==> config.mk <==
export PLATFORM = sky130hd
export DESIGN_NAME = life_ctrl
export DESIGN_NICKNAME = d
export VERILOG_FILES = /design/src/rtl/life_ctrl.sv
export SDC_FILE = /design/constraint.sdc
export NUM_CORES = 1
export LEC_CHECK = 0
export ABC_AREA = 0
export BUFFER_PORTS_ARGS = -buffer_cell sky130_fd_sc_hd__buf_4
export CAP_MARGIN = 10
export CORE_ASPECT_RATIO = 1.2
export CORE_MARGIN = 4
export CORE_UTILIZATION = 53
export DETAILED_ROUTE_END_ITERATION = 10
export GPL_TIMING_DRIVEN = 0
export PLACE_DENSITY = 0.79
export SLEW_MARGIN = 15
export SYNTH_ARGS = -nofsm -noshare
export SYNTH_HDL_FRONTEND = slang
export SYNTH_SLANG_ARGS = --single-unit
==> constraint.sdc <==
create_clock -name clk -period 3.05 [get_ports clk]
set_input_delay 0.1525 -clock clk [delete_from_list [all_inputs] [get_ports clk]]
set_output_delay 0.1525 -clock clk [all_outputs]
set_load 0.01 [all_outputs]
==> src/rtl/life_ctrl.sv <==
// Generation controller for the 8x8 Game of Life engine: owns the grid register,
// loads seed/LFSR patterns, paces commits from the datapath and detects halt causes.
module life_ctrl #(
  parameter int unsigned TICK_DIV  = 1,
  parameter int unsigned MAX_GEN   = 1000,
  parameter logic [63:0] LFSR_INIT = 64'h0412_6424_0034_3C28
) (
  input  logic        clk,
  input  logic        reset,
  input  logic        start,
  input  logic        randomize,
  input  logic        pause,
  input  logic [63:0] seed,
  input  logic [63:0] next_grid,
  output logic [63:0] grid,
  output logic [15:0] gen_count,
  output logic        running,
  output logic        done,
  output logic        stable,
  output logic        extinct,
  output logic        limit
);

  typedef enum logic [1:0] {IDLE, RUN, HOLD} state_e;

  localparam logic [15:0] TickLast = 16'(TICK_DIV - 1);
  localparam logic [15:0] MaxGen   = 16'(MAX_GEN);

  state_e      state_q;
  logic [63:0] grid_q;
  logic [63:0] lfsr_q;
  logic [15:0] gen_q;
  logic [15:0] tick_q;
  logic        running_q;
  logic        done_q;
  logic        stable_q;
  logic        extinct_q;
  logic        limit_q;

  logic [63:0] lfsr_d;
  logic        step_d;
  logic        stable_d;
  logic        extinct_d;
  logic        limit_d;

  // Halt causes are judged on pre-commit values so they describe the step being taken.
  assign lfsr_d    = {lfsr_q[62:0], lfsr_q[63] ^ lfsr_q[62] ^ lfsr_q[60] ^ lfsr_q[59]};
  assign step_d    = (tick_q == TickLast);
  assign stable_d  = (next_grid == grid_q);
  assign extinct_d = (next_grid == 64'd0);
  assign limit_d   = ((gen_q + 16'd1) == MaxGen);

  always_ff @(posedge clk or negedge reset) begin
    if (!reset) begin
      state_q   <= IDLE;
      grid_q    <= 64'd0;
      lfsr_q    <= LFSR_INIT;
      gen_q     <= 16'd0;
      tick_q    <= 16'd0;
      running_q <= 1'b0;
      done_q    <= 1'b0;
      stable_q  <= 1'b0;
      extinct_q <= 1'b0;
      limit_q   <= 1'b0;
    end else begin
      lfsr_q <= lfsr_d;
      // A load wins over everything else, including a coincident step.
      if (start) begin
        state_q   <= RUN;
        grid_q    <= randomize ? lfsr_q : seed;
        gen_q     <= 16'd0;
        tick_q    <= 16'd0;
        running_q <= 1'b1;
        done_q    <= 1'b0;
        stable_q  <= 1'b0;
        extinct_q <= 1'b0;
        limit_q   <= 1'b0;
      end else if (state_q == RUN && !pause) begin
        if (step_d) begin
          grid_q    <= next_grid;
          gen_q     <= gen_q + 16'd1;
          tick_q    <= 16'd0;
          stable_q  <= stable_d;
          extinct_q <= extinct_d;
          limit_q   <= limit_d;
          if (stable_d || extinct_d || limit_d) begin
            state_q   <= HOLD;
            running_q <= 1'b0;
            done_q    <= 1'b1;
          end
        end else begin
          tick_q <= tick_q + 16'd1;
        end
      end
    end
  end

  assign grid      = grid_q;
  assign gen_count = gen_q;
  assign running   = running_q;
  assign done      = done_q;
  assign stable    = stable_q;
  assign extinct   = extinct_q;
  assign limit     = limit_q;

endmodule

# [Word level (Yosys, flattened, before mapping)]
# Index checks and enable logic that the tools add are counted.
[totals] ff_bits=167 input_bits=133
[classes] n_reduce_logical=11 add_sub_neg=2 bitwise_logic=3 eq_ne=3 n_mux=31
[ops] cell="2-to-1 mux 64 bit" n=4
[ops] cell="2-to-1 mux 16 bit" n=6
[ops] cell="equality test 64 bit" n=1
[ops] cell="zero test 64 bit" n=1
[ops] cell="adder 16 x 1 -> 16 bit (second input constant)" n=2
[ops] cell="2-to-1 mux 1 bit" n=17
[ops] cell="equality test 16 x 10 -> 1 bit (second input constant)" n=1
[ops] cell="zero test 16 bit" n=1
[ops] cell="2-to-1 mux 2 bit" n=4
[ops] cell="nonzero test 2 bit" n=3
[ops] cell="AND reduction 3 bit" n=1
[ops] cell="XOR 1 bit" n=3
[ops] cell="equality test 2 x 1 -> 1 bit (second input constant)" n=1
[ops] cell="logical OR 1 bit" n=2
[ops] cell="AND reduction 2 bit" n=1
[ops] cell="logical AND 1 bit" n=1
[ops] cell="zero test 1 bit" n=1

# [Longest topological paths before layout]
[depth] word_depth=7 mapped_depth=10 ltp_nobuf=8

# [Worst setup path before layout]
# OpenSTA, ideal clock, no wires.
[synth_timing] path_kind="register to register" from="register gen_q[0] (netlist: gen_count[0])" to="register state_q[0]" stages_incl_launch_ff=9 t_required_ns=2.924 path_slack_ns=0.516 period_less_slack_ns=2.534 t_arrival_ns=2.408 path_cell_list="dfrtp_1 > ha_1 > nand3_4 > or4_1 > buf_2 > mux2_4 > o22ai_2 > nand4_2 > a221o_1"
[synth_via] elab_chain_len=5
[synth_rtl] element="from (decl)" line_no="32" text="logic [15:0] gen_q;"
[synth_rtl] element="from (signal assigned)" line_no="81" text="gen_q <= gen_q + 16'd1;"
[synth_rtl] element="adder 16 x 1 -> 16 bit" line_no="51" text="assign limit_d = ((gen_q + 16'd1) == MaxGen);"
[synth_rtl] element="equality test 16 x 10 -> 1 bit" line_no="51"
[synth_rtl] element="logical OR 1 bit" line_no="86" text="if (stable_d || extinct_d || limit_d) begin"
[synth_rtl] element="nonzero test 2 bit (no line)"
[synth_rtl] element="AND reduction 3 bit (no line)"
[synth_rtl] element="to (signal assigned)" line_no="55" text="state_q <= IDLE;"
[synth_rtl] element="to (signal assigned)" line_no="69" text="state_q <= RUN;"
[synth_rtl] element="to (signal assigned)" line_no="87" text="state_q <= HOLD;"
[synth_rtl] element="to (decl)" line_no="29" text="state_e state_q;"
# No other way between the ends.
# A chain may end at the register's enable or synchronous reset.

# [Worst setup path after layout]
# Same ends and word-level chain as after synthesis.

==> summary.txt <==
CTS Buf Count -> 17
largest net degree at the start of global routing -> 88
DIE HEIGHT -> 144 um
worst min path class -> in -> reg
DRT iter0 DRCs -> 644
met3 Resource Use GR -> 6.97%
worst vdd ir -> 0.000324 V
fraction of layout cells with a size suffix above 1 -> 26.4%
GRT busiest layer -> met2
CTS tree -> done
Worst Path Arrival -> 3.09 ns
initial antenna violation count -> 0
Final Max Tran Viols -> 0
maxcap violations -> 0
TritonRoute pass-1 iters -> 6
CP Max Fanout -> 10
met2 Usage GRT -> 50.8%
core outline area -> 15000 sq um
post-route clock period utilization -> 91.2%
row cnt -> 49
DR DRC count -> 0
Worst Setup End Kind -> register
Placed Area -> 10000 sq um
Design Power -> 5.41 mW
DR vias/cell -> 5.80
grt ovf -> 0
Yosys reg bits -> 165
mapped cell area -> 8140 sq um
Worst Path Required -> 3.36 ns
maximum clock insertion buffer count -> 2
RSZ-0062 raised after global routing -> no
vias in the first global route -> 7411
critical path class -> reg -> reg
Worst Tran Pin Value -> 0.956 ns
post-layout utilization of the core -> 70.9%
Async SR Flop Fraction -> 100%
met1 usage -> 38.2%
status -> finished clean
Avg Cell Area, Syn -> 9.77 sq um
WL final -> 26300 um
most common cell in the netlist -> dfrtp_1
Top Ports -> 218
initial core utilization -> 54.2%
Die Wd -> 121 um
RD Place Congestion -> 0.930
Worst Clk Skew -> 0.00951 ns
Routed WL per cell -> 20.5 um
top post-synthesis cells by area -> dfrtp_1 (46%), mux2i_1 (7.9%), xor2_1 (7.8%), o21ai_0 (5.6%), dfstp_2 (5.5%)
endpoints failing setup -> 0
Root Buffer -> clkbuf_16
Clock Sinks -> 165
All-Layer GR Usage -> 30.5%
Mapped Cells -> 833
Antenna diodes -> 0
PwrDens -> 508 nW/um^2
post-synth cell types -> 53
area grow syn2layout -> 31.0%
Reg clk slew, reported paths -> 0.07 ns
Yosys Warn Count -> 0
DRT antenna net count -> 0
first-pass GRT wire length -> 40600 um
Clock Latency Late Sink -> 0.43 ns
post-layout min period -> 2.78 ns
vias -> 7457
sequential area share after synthesis -> 51.0%
Layout Cells excl Fill -> 1286
Synth top area share -> 45.5%
Max Freq -> 360 MHz
post-route cell area -> 10700 sq um
die area -> 17400 sq um
H-tree levels -> 4
Max transition margin -> 36.3%
P_leak -> 5.02 nW
DP Cell Count -> 1253
setup TNS -> 0 ns
commonest cells in the netlist -> dfrtp_1 (148), nand2_1 (96), o21ai_0 (91)
Post-synth EDFFs -> 0
Mapped Nets -> 970
IO buf count -> 215
Hold Vio Cnt, Final -> 0
Final nets -> 1206
CP Launch Type -> register
Yosys top cell by area -> dfrtp_1
Most used DFF post-synth -> dfrtp_1
Post-DP HPWL -> 19900 um
## layer usage
layer	wire (um)	up-vias
li1	-	3411
met5	0	-
met2	12900	341
met4	1070	0
met3	1800	70
met1	10500	3635
## flip-flops by register name, indices dropped and copies added (netlist names)
| name | count |
|---|---|
| extinct | 1 |
| limit | 1 |
| stable | 1 |
| state_q | 2 |
| lfsr_q | 64 |
| tick_q | 16 |
| grid | 64 |
| gen_count | 16 |
## path summary, 6_finish.rpt
kind,slack (ns),startpoint,depth (start not counted),to
setup / recovery,0.27,gen_count[0],8,state_q[0]
hold / removal,0.04,next_grid[15],3,grid[15]
setup reg to reg,0.27,gen_count[0],8,state_q[0]
hold reg to reg,0.37,lfsr_q[20],0,lfsr_q[21]
max in group asynchronous,1.90,reset,3,lfsr_q[42]
min in group asynchronous,0.29,reset,2,grid[6]
## power breakdown
part           switching, mW  internal [mW]
clock network          0.904           1.27
logic                  0.479          0.381
registers             0.0998           2.28
## worst max-delay path: stages, from the launching register on
cell and delay (ns):
dfrtp_1 0.50, ha_1 0.33, nand3_4 0.15, or4_1 0.49
buf_2 0.17, mux2_4 0.30, o22ai_2 0.19, nand4_2 0.15
a221o_1 0.38
## final cells by class
type                            instances  area (sq um)
Buffer                                 44           220
Inverter                                4          15.0
Clock inverter                         11           125
Tap cell                              204           255
Timing Repair Buffer                  217          1660
Multi-Input combinational cell        620          3760
Sequential cell                       165          4150
Fill cell                            1171          4370
Clock buffer                           21           470
## cell families (layout without fill, tap and decap cells)
family | after synthesis | after routing | synth area share (%)
AO/OA/AOI/OAI | 184 | 184 | 12.3
XOR/XNOR | 79 | 79 | 8.51
adder cells (fa/ha/maj) | 4 | 4 | 0.615
buffers and inverters | 48 | 297 | 2.86
flip-flops | 165 | 165 | 51.0
multiplexers | 65 | 65 | 8.06
AND/OR/NAND/NOR | 288 | 288 | 16.6
## what timing repair did
| item | in CTS | in global routing |
|---|---|---|
| resized for setup | 1 | 3 |
| hold endpoints to repair | 68 | 0 |
| endpoints found under the setup margin | 48 | 62 |
| hold buffers | 1 | 0 |
| setup buffers | 0 | 0 |
| pin swaps | 0 | 0 |
## metrics by stage
stage | setup WS (ns) | hold WS, ns
finish | 0.270 | 0.0424
global route | 0.0937 | 0.0491
CTS | 0.0505 | 0.0324
detailed placement | -0.0950 | 0.181
global placement | -0.0964 | 0.355
floorplan | 0.516 | -0.143
## layout by cell type, fill, tap and decap left out, types with 2 or more instances in the layout
cell type | synthesis | routed
a21oi_1 | 69 | 69
a22o_1 | 3 | 3
and3_1 | 5 | 5
buf_4 | 1 | 215
bufinv_16 | 0 | 2
clkbuf_1 | 37 | 36
clkbuf_16 | 0 | 17
clkbuf_2 | 1 | 3
clkbuf_8 | 1 | 4
clkinv_2 | 0 | 2
clkinvlp_4 | 0 | 5
dfrtp_1 | 148 | 148
dfstp_2 | 17 | 17
ha_1 | 4 | 4
inv_1 | 3 | 3
mux2i_1 | 64 | 64
nand2_1 | 96 | 96
nand3_1 | 16 | 16
nand4_1 | 15 | 15
nor2_1 | 88 | 88
nor3_1 | 12 | 12
nor3b_1 | 2 | 2
nor4_1 | 39 | 39
o211ai_1 | 3 | 3
o21ai_0 | 91 | 91
o31ai_1 | 7 | 7
o41ai_1 | 3 | 3
or3_2 | 2 | 2
xnor2_1 | 7 | 7
xor2_1 | 72 | 72
No activity file was read; power rests on OpenSTA's default activity.
